$ cat src/rtl/mesi_cbus_snoop_agent.sv
// mesi_cbus_snoop_agent
//   Cache-side responder for the mesi_isc coherence bus (one per CPU port).
//   Accepts snoop/enable commands, tracks a direct-mapped MESI line-state
//   table, pulses writeback requests for modified lines and closes the
//   cbus handshake with a one-cycle ack.
//
// Ports
//   clk, rst          clock; synchronous active-high reset
//   cbus_cmd_i        0 NOP, 1 WR_SNOOP, 2 RD_SNOOP, 3 EN_WR, 4 EN_RD (5-7 = NOP)
//   cbus_addr_i       line address, valid while a command is presented
//   cbus_ack_o        one-cycle ack closing the current command
//   wb_req_o          one-cycle writeback request pulse
//   wb_addr_o         writeback line address, valid with wb_req_o
//   cpu_en_wr_o       one-cycle write grant (EN_WR), coincident with ack
//   cpu_en_rd_o       one-cycle read grant (EN_RD), coincident with ack
//   dbg_idx_i         debug table index
//   dbg_state_o       combinational line state at dbg_idx_i (0 I, 1 S, 2 E, 3 M)
//
// Optional build macro
//   MESI_SNOOP_STATS_EN  adds snoop_hit_cnt_o[15:0] and wb_cnt_o[15:0],
//                        saturating event counters cleared by rst.
module mesi_cbus_snoop_agent #(
  parameter int unsigned ADDR_W     = 32,
  parameter int unsigned OFFSET_W   = 2,
  parameter int unsigned IDX_W      = 4,
  parameter int unsigned WB_LATENCY = 3
) (
  input  logic              clk,
  input  logic              rst,
  input  logic [2:0]        cbus_cmd_i,
  input  logic [ADDR_W-1:0] cbus_addr_i,
  output logic              cbus_ack_o,
  output logic              wb_req_o,
  output logic [ADDR_W-1:0] wb_addr_o,
  output logic              cpu_en_wr_o,
  output logic              cpu_en_rd_o,
  input  logic [IDX_W-1:0]  dbg_idx_i,
  output logic [1:0]        dbg_state_o
`ifdef MESI_SNOOP_STATS_EN
  ,
  output logic [15:0]       snoop_hit_cnt_o,
  output logic [15:0]       wb_cnt_o
`endif
);

  localparam int unsigned TAG_W   = ADDR_W - OFFSET_W - IDX_W;
  localparam int unsigned LINES   = 1 << IDX_W;
  localparam int unsigned WBCNT_W = 4;

  localparam logic [2:0] CMD_WR_SNOOP = 3'd1;
  localparam logic [2:0] CMD_RD_SNOOP = 3'd2;
  localparam logic [2:0] CMD_EN_WR    = 3'd3;
  localparam logic [2:0] CMD_EN_RD    = 3'd4;

  typedef enum logic [1:0] {ST_I = 2'd0, ST_S = 2'd1, ST_E = 2'd2, ST_M = 2'd3} mesi_t;
  typedef enum logic [2:0] {IDLE, LOOKUP, WB, ACK, WAIT_NOP} fsm_t;

  fsm_t                 fsm_q;
  logic [2:0]           cmd_q;
  logic [ADDR_W-1:0]    addr_q;
  logic [WBCNT_W-1:0]   wb_left_q;
  logic                 upd_we_q;
  mesi_t                upd_st_q;

  logic [TAG_W-1:0]     tag_q [LINES];
  mesi_t                st_q  [LINES];

  logic                 cmd_valid_c;
  logic [IDX_W-1:0]     idx_c;
  logic [TAG_W-1:0]     tag_c;
  logic [TAG_W-1:0]     cur_tag_c;
  mesi_t                cur_st_c;
  logic                 hit_c;
  logic                 is_snoop_c;
  logic                 need_wb_c;
  logic [ADDR_W-1:0]    wb_addr_c;
  logic                 upd_we_c;
  mesi_t                upd_st_c;

  // Command decode and lookup of the captured address
  assign cmd_valid_c = (cbus_cmd_i >= 3'd1) && (cbus_cmd_i <= 3'd4);
  assign idx_c       = addr_q[OFFSET_W+IDX_W-1:OFFSET_W];
  assign tag_c       = addr_q[ADDR_W-1:OFFSET_W+IDX_W];
  assign cur_tag_c   = tag_q[idx_c];
  assign cur_st_c    = st_q[idx_c];
  assign hit_c       = (cur_tag_c == tag_c) && (cur_st_c != ST_I);
  assign is_snoop_c  = (cmd_q == CMD_WR_SNOOP) || (cmd_q == CMD_RD_SNOOP);

  // Snoops write back the hit M line; enables write back an evicted M victim
  assign need_wb_c = is_snoop_c ? (hit_c && (cur_st_c == ST_M))
                                : ((cur_st_c == ST_M) && (cur_tag_c != tag_c));
  assign wb_addr_c = is_snoop_c ? addr_q : {cur_tag_c, idx_c, OFFSET_W'(0)};

  // Next line state, committed when the ack is issued
  always_comb begin
    upd_we_c = 1'b0;
    upd_st_c = ST_I;
    case (cmd_q)
      CMD_WR_SNOOP: begin upd_we_c = hit_c; upd_st_c = ST_I; end
      CMD_RD_SNOOP: begin upd_we_c = hit_c; upd_st_c = ST_S; end
      CMD_EN_WR:    begin upd_we_c = 1'b1;  upd_st_c = ST_M; end
      CMD_EN_RD:    begin upd_we_c = 1'b1;  upd_st_c = ST_S; end
      default:      begin upd_we_c = 1'b0;  upd_st_c = ST_I; end
    endcase
  end

  assign dbg_state_o = st_q[dbg_idx_i];

  // Handshake FSM, table and registered outputs
  always_ff @(posedge clk) begin
    if (rst) begin
      fsm_q       <= IDLE;
      cmd_q       <= 3'd0;
      addr_q      <= '0;
      wb_left_q   <= '0;
      upd_we_q    <= 1'b0;
      upd_st_q    <= ST_I;
      cbus_ack_o  <= 1'b0;
      wb_req_o    <= 1'b0;
      wb_addr_o   <= '0;
      cpu_en_wr_o <= 1'b0;
      cpu_en_rd_o <= 1'b0;
      for (int unsigned i = 0; i < LINES; i++) begin
        tag_q[IDX_W'(i)] <= '0;
        st_q[IDX_W'(i)]  <= ST_I;
      end
`ifdef MESI_SNOOP_STATS_EN
      snoop_hit_cnt_o <= 16'd0;
      wb_cnt_o        <= 16'd0;
`endif
    end else begin
      cbus_ack_o  <= 1'b0;
      wb_req_o    <= 1'b0;
      cpu_en_wr_o <= 1'b0;
      cpu_en_rd_o <= 1'b0;
      case (fsm_q)
        IDLE: begin
          if (cmd_valid_c) begin
            cmd_q  <= cbus_cmd_i;
            addr_q <= cbus_addr_i;
            fsm_q  <= LOOKUP;
          end
        end
        LOOKUP: begin
          upd_we_q <= upd_we_c;
          upd_st_q <= upd_st_c;
`ifdef MESI_SNOOP_STATS_EN
          if (is_snoop_c && hit_c && (snoop_hit_cnt_o != 16'hFFFF))
            snoop_hit_cnt_o <= snoop_hit_cnt_o + 16'd1;
          if (need_wb_c && (wb_cnt_o != 16'hFFFF))
            wb_cnt_o <= wb_cnt_o + 16'd1;
`endif
          if (need_wb_c) begin
            fsm_q     <= WB;
            wb_req_o  <= 1'b1;
            wb_addr_o <= wb_addr_c;
            wb_left_q <= WBCNT_W'(WB_LATENCY - 1);
          end else begin
            fsm_q       <= ACK;
            cbus_ack_o  <= 1'b1;
            cpu_en_wr_o <= (cmd_q == CMD_EN_WR);
            cpu_en_rd_o <= (cmd_q == CMD_EN_RD);
          end
        end
        WB: begin
          if (wb_left_q == '0) begin
            fsm_q       <= ACK;
            cbus_ack_o  <= 1'b1;
            cpu_en_wr_o <= (cmd_q == CMD_EN_WR);
            cpu_en_rd_o <= (cmd_q == CMD_EN_RD);
          end else begin
            wb_left_q <= wb_left_q - WBCNT_W'(1);
          end
        end
        ACK: begin
          if (upd_we_q) begin
            tag_q[idx_c] <= tag_c;
            st_q[idx_c]  <= upd_st_q;
          end
          fsm_q <= WAIT_NOP;
        end
        WAIT_NOP: begin
          if (!cmd_valid_c) fsm_q <= IDLE;
        end
        default: fsm_q <= IDLE;
      endcase
    end
  end

endmodule
$ cat config.mk
export PLATFORM = sky130hd
export DESIGN_NAME = mesi_cbus_snoop_agent
export DESIGN_NICKNAME = d
export VERILOG_FILES = /design/src/rtl/mesi_cbus_snoop_agent.sv
export SDC_FILE = /design/constraint.sdc
export NUM_CORES = 1
export LEC_CHECK = 0
export CAP_MARGIN = 30
export CORE_UTILIZATION = 33
export DETAILED_ROUTE_END_ITERATION = 6
export PLACE_DENSITY = 0.59
export SYNTH_ARGS = -nofsm -noshare
export SYNTH_HDL_FRONTEND = slang
export SYNTH_SLANG_ARGS = --single-unit
$ cat constraint.sdc
create_clock -name clk -period 4.5 [get_ports clk]
set_clock_uncertainty 0.2 [all_clocks]
set_input_delay 1.35 -clock clk [delete_from_list [all_inputs] [get_ports clk]]
set_output_delay 1.35 -clock clk [all_outputs]
set_load 0.02 [all_outputs]
# == After elaboration in Yosys (flattened, before gate mapping) ==
# Memory sizes are Yosys's and may differ from the RTL's. A register that Yosys moved wholly into a read port is not among the register bits.
# Cells that the tools add are included.
# W data, S select, Z words.
# classes
n_reduce_logical,19
bitwise,1
n_eq_ne,16
add_sub_neg,1
mux,38
order_cmp,2
# op_table
operator,count
$mux W32,1
$mux W4,8
$eq A26 B26 Y1,1
$mux W26,1
$ne A26 B26 Y1,1
$reduce_or A26 Y1,1
$mux W1,17
$pmux W3 S5,1
$eq A3 B2 Y1 const B,4
$ne A2 B2 Y1 const B,5
$reduce_or A2 Y1,5
$mux W3,3
$pmux W1 S2,4
$pmux W4 S2,1
$eq A3 B1 Y1 const B,2
$eq A3 B3 Y1 const B,2
$reduce_and A3 Y1,2
$logic_and A1 B1 Y1,4
$logic_not A4 Y1,1
$pmux W2 S2,1
$reduce_and A2 Y1,2
$reduce_bool A2 Y1,2
$sub A4 B1 Y4 const B,1
$ge A3 B1 Y1 const B,1
other kinds (6),6
# totals
word_cells,90
output_inout_bits,38
memories,2
ram_bits,448
regBits,81
in_bits,41
# mem_list
name,depth,width,rd,rd_ports_with_merged_regs,write_ports,line,source
tag_q,16,26,1,1,16,65,logic [TAG_W-1:0] tag_q [LINES];
st_q,16,2,2,1,16,66,mesi_t st_q [LINES];

# == Logic depth before layout (Yosys ltp) ==
# Gate-level depths: netlist of the first run.
# depth
depth_word,6
ltp_mapped,17
mapped_depth_nobuf,10

# == Worst setup path after synthesis of the first run ==
# OpenSTA, ideal clock, no wires.
# synth_timing
path_kind,in2reg
from,input rst
to,"memory st_q[8][0] (netlist name), enable pin"
path_buffers,1
path_slack_ns,-0.249
t_arrival_ns,4.097
required_ns,3.848
path_stages,5
setup_ns,0.452
path_cell_list,clkinv_1 > nand3_1 > or3_1 > clkbuf_1 > o21ai_0
# synth_lines
element,line,source
"start, declared",29,"input logic rst,"
"end, declared",66,

# == Final worst setup path of the first run ==
# layout_timing
from,input dbg_idx_i[0]
to,output dbg_state_o[1]
# layout_between
elab_chain_len,1
# layout_rtl
element,line,source
"start, declared",37,"input logic [IDX_W-1:0] dbg_idx_i,"
$mem_v2 Z16 W2,n/a,
"end, declared",38,output logic [1:0] dbg_state_o
# No other way between the ends.

==> impl_metrics.prom, run 1 <==
# TYPE chip_impl_metric gauge
chip_impl_metric{name="dr.pass1.iters",unit=""} 5
chip_impl_metric{name="ioPinCount",unit=""} 79
chip_impl_metric{name="drv.max_cap_violation_count",unit=""} 0
chip_impl_metric{name="finalMaxSlewViolations",unit=""} 0
chip_impl_info{name="setup.worst_path.end_class",value="output port"} 1
chip_impl_metric{name="die_x",unit="um"} 278
chip_impl_info{name="rsz0062_at_grt",value="false"} 1
chip_impl_metric{name="post-dp-hpwl",unit="um"} 48600
chip_impl_metric{name="core_area",unit="um^2"} 75100
chip_impl_metric{name="regArea",unit="um^2"} 15200
chip_impl_metric{name="timing_hold_violations_final",unit=""} 0
chip_impl_metric{name="power.ir.vdd_worst",unit="mV"} 0.257
chip_impl_metric{name="number_of_unique_standard_cell_types_used_by_synthesis",unit=""} 68
chip_impl_metric{name="filler_cell_count",unit=""} 6935
chip_impl_metric{name="timing.max_slew.rel_slack",unit="%"} 34.3
chip_impl_metric{name="clock_path_buffers",unit=""} 3
chip_impl_metric{name="remaining_drc_errors",unit=""} 0
chip_impl_metric{name="globalRouteOverflowTotal",unit=""} 0
chip_impl_info{name="tritoncts_clock_tree",value="done"} 1
chip_impl_metric{name="worst-endpoint-required",unit="ns"} 2.95
chip_impl_metric{name="gp_congestion",unit=""} 0.873
chip_impl_metric{name="finalCoreUtilization",unit="%"} 40.0
chip_impl_metric{name="clk_pin_slew",unit="ns"} 0.06
chip_impl_metric{name="post_detailed_route_count_of_antenna_violating_nets",unit=""} 0
chip_impl_metric{name="post_synth_instance_area",unit="um^2"} 25200
chip_impl_metric{name="leakage",unit="nW"} 10.9
chip_impl_metric{name="multi_input_comb_area",unit="um^2"} 9350
chip_impl_metric{name="cts_htree_levels",unit=""} 2
chip_impl_metric{name="maximum_number_of_pins_on_one_net_before_global_route_repair",unit=""} 55
chip_impl_metric{name="die-area",unit="um^2"} 77500
chip_impl_metric{name="syn-mean-instance-area",unit="um^2"} 13.2
chip_impl_metric{name="number_of_hold_buffers_added_after_cts",unit=""} 0
chip_impl_metric{name="initial_util",unit="%"} 33.6
chip_impl_metric{name="via_count",unit=""} 16500
chip_impl_metric{name="area_growth_syn_to_layout",unit="%"} 19.2
chip_impl_metric{name="tightest_slew",unit="ns"} 0.984
chip_impl_metric{name="worst_hold_path.num_cells",unit=""} 2
chip_impl_metric{name="clk_lat_worst_skew",unit="ns"} 0.63
chip_impl_info{name="synth_top_flop_cell",value="edfxtp_1"} 1
chip_impl_info{name="rr_endpoint",value="wb_addr_o[20]$_SDFFE_PP0P_"} 1
chip_impl_info{name="result_of_the_run",value="finished clean"} 1
chip_impl_metric{name="synth_cells",unit=""} 1913
chip_impl_metric{name="fin_cells",unit=""} 3059
chip_impl_metric{name="fin_nets",unit=""} 2089
chip_impl_metric{name="routed_wire_length_per_instance",unit="um"} 25.7
chip_impl_info{name="clock-root-buffer",value="clkbuf_16"} 1
chip_impl_metric{name="synth-async-reset-ratio",unit="%"} 0
chip_impl_metric{name="final_ws_setup",unit="ns"} 0.0562
chip_impl_metric{name="yosysWarnings",unit=""} 0
chip_impl_metric{name="power_per_cell_area",unit="nW/um^2"} 412
chip_impl_metric{name="numCtsBuffers",unit=""} 54
chip_impl_metric{name="report.final.setup_viol",unit=""} 0
chip_impl_metric{name="place_ws",unit="ns"} -0.612
chip_impl_info{name="min_to",value="wb_addr_o[0]$_SDFFE_PP0P_"} 1
chip_impl_metric{name="number_of_synthesized_flops_with_an_enable_pin",unit=""} 448
chip_impl_metric{name="grtUsageTotal",unit="%"} 19.9
chip_impl_metric{name="cp.arrival",unit="ns"} 2.89
chip_impl_metric{name="fmax",unit="GHz"} 0.225
chip_impl_metric{name="vias_in_the_first_global_route",unit=""} 16300
chip_impl_metric{name="rows",unit=""} 100
chip_impl_info{name="critPathLaunchType",value="primary input"} 1
chip_impl_metric{name="placedCellCount",unit=""} 2939
chip_impl_metric{name="floorplan.die.height",unit="um"} 278
chip_impl_metric{name="antenna_found_initial",unit=""} 3
chip_impl_info{name="hold_path.startpoint",value="wb_addr_o[0]$_SDFFE_PP0P_"} 1
chip_impl_metric{name="r2r_setup_slack",unit="ns"} 0.12
chip_impl_metric{name="part_of_the_yosys_area_used_for_sequential_elements",unit="%"} 60.1
chip_impl_metric{name="cts.sink_count",unit=""} 533
chip_impl_info{name="min-delay-path-class",value="reg2reg"} 1
chip_impl_metric{name="route.final.wire_length",unit="um"} 78600
chip_impl_metric{name="grt_pass1_wl",unit="um"} 112000
chip_impl_metric{name="synth_nets",unit=""} 1956
chip_impl_metric{name="rr_worst_depth",unit=""} 15
chip_impl_metric{name="total_power",unit="mW"} 12.4
chip_impl_metric{name="detail_route.iter0.violations",unit=""} 1707
chip_impl_metric{name="fin_crit_sh",unit="%"} 98.8
chip_impl_metric{name="synth.ff_latch_count",unit=""} 533
chip_impl_metric{name="proportion_of_layout_cells_with_a_drive_suffix_above_1",unit="%"} 19.9
chip_impl_info{name="criticalPathCategory",value="in2out"} 1
chip_impl_metric{name="finalSetupTns",unit="ns"} 0
chip_impl_metric{name="final_period_minus_worst_setup_slack",unit="ns"} 4.44
chip_impl_metric{name="viasPerCell",unit=""} 5.38
chip_impl_metric{name="portBuffers",unit=""} 78
chip_impl_metric{name="worstPathMaxFanout",unit=""} 8
Yosys cell counts (4+ instances only):
| cell | number | area (um^2) |
|---|---|---|
| nand3b_1 | 5 | 37.5 |
| buf_2 | 16 | 80.1 |
| o21ai_0 | 33 | 165 |
| mux2_2 | 18 | 203 |
| buf_4 | 10 | 75.1 |
| a22oi_1 | 21 | 158 |
| clkbuf_1 | 115 | 432 |
| nor2b_1 | 23 | 144 |
| a32oi_1 | 5 | 43.8 |
| o211ai_1 | 9 | 67.6 |
| nand2_1 | 151 | 567 |
| nand3_1 | 13 | 65.1 |
| nand4_1 | 4 | 25.0 |
| mux4_1 | 13 | 342 |
| nor2_1 | 53 | 199 |
| nor3b_1 | 5 | 37.5 |
| or2_2 | 8 | 50.1 |
| xnor2_1 | 15 | 131 |
| mux2_4 | 6 | 90.1 |
| edfxtp_1 | 448 | 13500 |
| mux2i_1 | 111 | 1110 |
| xor2_1 | 12 | 105 |
| mux4_2 | 73 | 1640 |
| a21oi_1 | 60 | 300 |
| a211oi_1 | 7 | 52.6 |
| a22o_1 | 4 | 35.0 |
| and2_1 | 436 | 2730 |
| nor4_1 | 11 | 68.8 |
| a221oi_1 | 4 | 35.0 |
| buf_6 | 9 | 101 |
| nand2b_1 | 9 | 56.3 |
| buf_1 | 16 | 60.1 |
| dfxtp_1 | 85 | 1700 |
| or3_1 | 6 | 37.5 |
| inv_1 | 9 | 33.8 |
| nor3_1 | 28 | 140 |
| buf_12 | 5 | 100 |
| a211o_1 | 4 | 35.0 |
| o22ai_1 | 7 | 43.8 |
sequential cells by signal, indices dropped and copies added (netlist names), named ones only:
signal,flops
wb_addr_o,32
cbus_ack_o,1
fsm_q,3
cpu_en_wr_o,1
cmd_q,3
cpu_en_rd_o,1
st_q,32
wb_left_q,4
upd_we_q,1
upd_st_q,2
tag_q,416
wb_req_o,1
addr_q,32
report_power, final:
group | leakage (nW) | total [mW] | internal (mW) | switching, mW
clock | 0.881 | 4.66 | 2.70 | 1.95
sequential | 5.32 | 5.69 | 5.53 | 0.166
combinational | 4.68 | 2.02 | 0.824 | 1.19
total | 10.9 | 12.4 | 9.05 | 3.31
logic make-up after synthesis:
kind of cell,Yosys count,share of synthesized area [%]
AO/OA/AOI/OAI,171,4.32
multiplexers,223,13.6
flip-flops,533,60.1
AND/OR/NAND/NOR,772,17.2
buffers and inverters,185,3.71
adder cells (fa/ha/maj),2,0.0992
XOR/XNOR,27,0.938
cell usage in the layout, fill, tap and decap left out, types with 12 or more instances in the layout:
master           count
nand3_1             13
mux4_1              13
nor2_2              12
buf_4              140
mux4_2              73
clkbuf_16           56
nor2_1              41
xor2_1              12
dfxtp_1             81
nor3_1              24
buf_12              27
and2_1             436
o21ai_4             12
nor2b_1             22
mux2i_1            110
xnor2_1             15
a21oi_1             60
clkdlybuf4s50_1     73
edfxtp_1           448
o21ai_0             21
nand2_1            151
a22oi_1             21
mux2_2              18
worst max-delay path by stage:
stage                     cells past startpoint  slack, ns                    endpoint    startpoint
after detailed placement                      5      -0.61              dbg_state_o[1]  dbg_idx_i[0]
after CTS                                     5      0.004              dbg_state_o[1]  dbg_idx_i[1]
after global routing                         15      0.002  wb_addr_o[12]$_SDFFE_PP0P_          flop
after floorplan                               5      -0.24   st_q[12][0]$_SDFFCE_PN0P_           rst
after global placement                        5      -0.62              dbg_state_o[0]  dbg_idx_i[0]
final                                         5       0.06              dbg_state_o[1]  dbg_idx_i[0]
layout make-up:
class                   count  share of cell area [%]
flip-flops and latches    533                    50.5
multi-input cells        1195                    31.1
repair buffers            251                    8.18
clock buffers              73                    5.04
well taps                 969                    4.03
clock inverters            26                   0.995
inverters                  11                   0.137
diodes                      1                 0.00833
layer usage:
layer	part of all wire, %	track usage [%]	wire (um)
met1	41	26.6	32600
met2	47	32.6	36800
met3	7.9	3.02	6170
met4	3.9	7.49	3040
met5	0	0	0
repair_timing:
| action | 4_1_cts | 5_1_grt |
|---|---|---|
| resized for setup | 11 | 13 |
| setup endpoints to repair | 17 | 29 |
| cloned | 0 | 1 |
| pin swaps | 0 | 1 |
| buffers inserted | 1 | 17 |
stage by stage:
step,hold WS (ns),instance area [um^2]
after floorplan,0.237,25200
final,0.263,30100
after global placement,0.244,28000
after CTS,0.263,29800
after global routing,0.286,30000
after detailed placement,0.251,28000
worst max-delay path, stage by stage:
cell and delay (ns):
dlygate4sd2_1 0.24, buf_12 0.15, mux4_2 0.50, mux4_2 0.50, buf_6 0.15
Note: power is estimated with default switching activity, not from simulation.
==> run 2, diff against run 1 <==
--- a/config.mk
+++ b/config.mk
@@ -6,9 +6,9 @@
 export NUM_CORES = 1
 export LEC_CHECK = 0
 export CAP_MARGIN = 30
-export CORE_UTILIZATION = 33
+export CORE_UTILIZATION = 26
 export DETAILED_ROUTE_END_ITERATION = 6
-export PLACE_DENSITY = 0.59
+export PLACE_DENSITY = 0.51
 export SYNTH_ARGS = -nofsm -noshare
 export SYNTH_HDL_FRONTEND = slang
 export SYNTH_SLANG_ARGS = --single-unit
==> run 2 against run 1 <==
Against the previous run: combinational power up 3%; sequential cell count unchanged; global-route usage down 3.2 points; cell count up 10%; clock-buffer cell count up 8; die area up 27%; first-iteration DRC count down 7.5%; power up 0.99%; utilization down 8.0 points; register-to-register slack worse by 0.07 ns; cell area up 1.7%; worst hold slack worse by 0.0069 ns; highest routed layer is now met5.
==> impl_metrics.prom, run 2 (synthesis gave the netlist of run 1 again) <==
# TYPE chip_impl_metric gauge
chip_impl_metric{name="clk_pin_slew",unit="ns"} 0.06
chip_impl_metric{name="timing_hold_violations_final",unit=""} 0
chip_impl_metric{name="fin_cells",unit=""} 3378
chip_impl_metric{name="final_period_minus_worst_setup_slack",unit="ns"} 4.45
chip_impl_info{name="timing.critical_path.cells",value="buf_4 > mux4_1 > mux2i_4 > xor2_1 > o21ai_0 > or4_4 > or4_4 > o21ai_2 > or4b_4 > bufbuf_16 > mux2_2"} 1
chip_impl_metric{name="critical_path.max_stage_delay",unit="ns"} 0.59
chip_impl_metric{name="place_ws",unit="ns"} -0.635
chip_impl_metric{name="routed_wire_length_per_instance",unit="um"} 24.6
chip_impl_metric{name="fin_crit_sh",unit="%"} 99.0
chip_impl_info{name="result_of_the_run",value="finished clean"} 1
chip_impl_metric{name="placed_area",unit="um^2"} 28600
chip_impl_info{name="crit_slowest_cell",value="mux4_1"} 1
chip_impl_metric{name="rows",unit=""} 113
chip_impl_metric{name="vias_in_the_first_global_route",unit=""} 16400
chip_impl_metric{name="grt_pass1_wl",unit="um"} 119000
chip_impl_metric{name="total_power",unit="mW"} 12.5
chip_impl_metric{name="cts_htree_levels",unit=""} 2
chip_impl_metric{name="pwr-share-clk",unit="%"} 37.7
chip_impl_info{name="most_used_cells_in_the_layout_excluding_fill_and_tap_cells",value="448 x edfxtp_1, 436 x and2_1, 161 x buf_4, 150 x nand2_1, 110 x mux2i_1"} 1
chip_impl_info{name="hold_path.startpoint",value="wb_addr_o[4]$_SDFFE_PP0P_"} 1
chip_impl_metric{name="cp.arrival",unit="ns"} 4.76
chip_impl_metric{name="grtUsageTotal",unit="%"} 16.8
chip_impl_metric{name="whs",unit="ns"} 0.256
chip_impl_info{name="clock-root-buffer",value="clkbuf_16"} 1
chip_impl_info{name="critPathMostFrequentCell",value="or4_4"} 1
chip_impl_metric{name="antenna_found_initial",unit=""} 8
chip_impl_metric{name="cts.sink_count",unit=""} 533
chip_impl_metric{name="worstPathMaxFanout",unit=""} 10
chip_impl_metric{name="fmax",unit="GHz"} 0.225
chip_impl_metric{name="power_per_cell_area",unit="nW/um^2"} 409
chip_impl_metric{name="drv.max_cap_violation_count",unit=""} 0
chip_impl_metric{name="clk_lat_worst_skew",unit="ns"} 0.62
chip_impl_info{name="regMostFlops",value="tag_q"} 1
chip_impl_metric{name="globalRouteOverflowTotal",unit=""} 0
chip_impl_metric{name="gp_congestion",unit=""} 0.824
chip_impl_metric{name="rr_worst_depth",unit=""} 11
chip_impl_metric{name="fin_nets",unit=""} 2108
chip_impl_metric{name="placedCellCount",unit=""} 3267
chip_impl_metric{name="route.final.wire_length",unit="um"} 83000
chip_impl_metric{name="proportion_of_layout_cells_with_a_drive_suffix_above_1",unit="%"} 21.0
chip_impl_metric{name="remaining_drc_errors",unit=""} 0
chip_impl_metric{name="dr.pass1.iters",unit=""} 5
chip_impl_metric{name="maximum_number_of_pins_on_one_net_before_global_route_repair",unit=""} 78
chip_impl_info{name="tritoncts_clock_tree",value="done"} 1
chip_impl_metric{name="number_of_hold_buffers_added_after_cts",unit=""} 0
chip_impl_metric{name="switchingPower",unit="mW"} 3.41
chip_impl_metric{name="portBuffers",unit=""} 78
chip_impl_metric{name="core_area",unit="um^2"} 95600
chip_impl_metric{name="power.ir.vdd_worst",unit="mV"} 0.296
chip_impl_metric{name="viasPerCell",unit=""} 4.80
chip_impl_metric{name="clock_path_buffers",unit=""} 3
chip_impl_metric{name="largest_reg_flops",unit=""} 416
chip_impl_metric{name="report.final.setup_viol",unit=""} 0
chip_impl_metric{name="comb_pwr_share",unit="%"} 16.8
chip_impl_info{name="min-delay-path-class",value="reg2reg"} 1
chip_impl_metric{name="worst-endpoint-required",unit="ns"} 4.80
chip_impl_info{name="kind_of_cell_adding_the_most_delay_to_the_critical_path",value="simple AND/OR/NAND/NOR gates"} 1
chip_impl_metric{name="timing.max_slew.rel_slack",unit="%"} 41.3
chip_impl_metric{name="floorplan.die.height",unit="um"} 313
chip_impl_metric{name="detail_route.iter0.violations",unit=""} 1579
chip_impl_metric{name="ioPinCount",unit=""} 79
chip_impl_metric{name="cp.buffers_inverters",unit=""} 2
chip_impl_metric{name="worst_hold_path.num_cells",unit=""} 2
chip_impl_metric{name="post-dp-hpwl",unit="um"} 53100
chip_impl_metric{name="finalMaxSlewViolations",unit=""} 0
chip_impl_info{name="layout.cells.most_common",value="edfxtp_1"} 1
chip_impl_metric{name="via_count",unit=""} 16200
chip_impl_metric{name="numCtsBuffers",unit=""} 55
chip_impl_metric{name="leakage",unit="nW"} 11.0
chip_impl_metric{name="post_detailed_route_count_of_antenna_violating_nets",unit=""} 0
chip_impl_metric{name="post-route-cell-area",unit="um^2"} 30600
chip_impl_metric{name="switching_share",unit="%"} 27.3
chip_impl_metric{name="critical_path_depth",unit=""} 11
chip_impl_metric{name="die-area",unit="um^2"} 98200
chip_impl_info{name="critPathLaunchType",value="flop"} 1
chip_impl_info{name="setup.worst_path.end_class",value="flop"} 1
chip_impl_metric{name="portion_of_total_power_attributed_to_sequential_cells",unit="%"} 45.5
chip_impl_info{name="criticalPathCategory",value="reg2reg"} 1
chip_impl_metric{name="final_ws_setup",unit="ns"} 0.0471
chip_impl_metric{name="cellInternalPower",unit="mW"} 9.08
chip_impl_metric{name="area_growth_syn_to_layout",unit="%"} 21.3
chip_impl_metric{name="initial_util",unit="%"} 26.4
chip_impl_metric{name="die_x",unit="um"} 313
chip_impl_metric{name="tightest_slew",unit="ns"} 0.881
[run 2: path summary, 6_finish.rpt]
path / to / slack (ns)
min reg2reg: wb_addr_o[4]$_SDFFE_PP0P_ / 0.26
max: wb_addr_o[29]$_SDFFE_PP0P_ / 0.05
max reg2reg: wb_addr_o[29]$_SDFFE_PP0P_ / 0.05
min: wb_addr_o[4]$_SDFFE_PP0P_ / 0.26
[run 2: layer usage]
layer	routed length, um	vias up	GRT usage (%)
met5	41	-	0
met1	35900	8320	22.4
met3	5140	107	2.67
met2	40300	575	28.5
met4	1620	6	3.63
li1	-	7203	-
[run 2: power groups by stage]
| stage | registers, mW | clock network, mW | logic [mW] |
|---|---|---|---|
| 3_5_place_dp | 5.79 | 0 | 2.04 |
| 2_1_floorplan | 5.70 | 0 | 1.19 |
| 3_3_place_gp | 5.79 | 0 | 2.03 |
| 6_report | 5.69 | 4.71 | 2.09 |
| 4_1_cts | 5.69 | 4.77 | 2.07 |
| 5_1_grt | 5.71 | 4.95 | 2.22 |
[run 2: through the flow]
stage,utilization (%),setup TNS [ns]
2_1_floorplan,-,-13.46
3_3_place_gp,29.9,-5.64
3_5_place_dp,29.9,-5.80
4_1_cts,31.9,0
5_1_grt,32.0,-0.0135
6_report,32.0,0
[run 2: worst reg2reg max path, cell delays in order (launching register included)]
cell and delay, ns:
dfxtp_4 0.46, buf_4 0.18, mux4_1 0.59, mux2i_4 0.20
xor2_1 0.22, o21ai_0 0.11, or4_4 0.59, or4_4 0.55
o21ai_2 0.15, or4b_4 0.52, bufbuf_16 0.31, mux2_2 0.26
[run 2: final cells by class]
| class | count | area (um^2) |
|---|---|---|
| antenna | 1 | 2.50 |
| clock buffer | 81 | 1610 |
| clock inverter | 23 | 244 |
| fill | 9532 | 65000 |
| inverter | 11 | 41.3 |
| multi-input combinational | 1195 | 9360 |
| sequential | 533 | 15200 |
| tap | 1265 | 1580 |
| timing repair buffer | 269 | 2570 |
[run 2: what timing repair did]
item                                    CTS  global route
buffers inserted                          0             2
pin swaps                                 0             2
endpoints found under the setup margin   28            23
gates resized for setup                  19             7
cloned                                    2             0
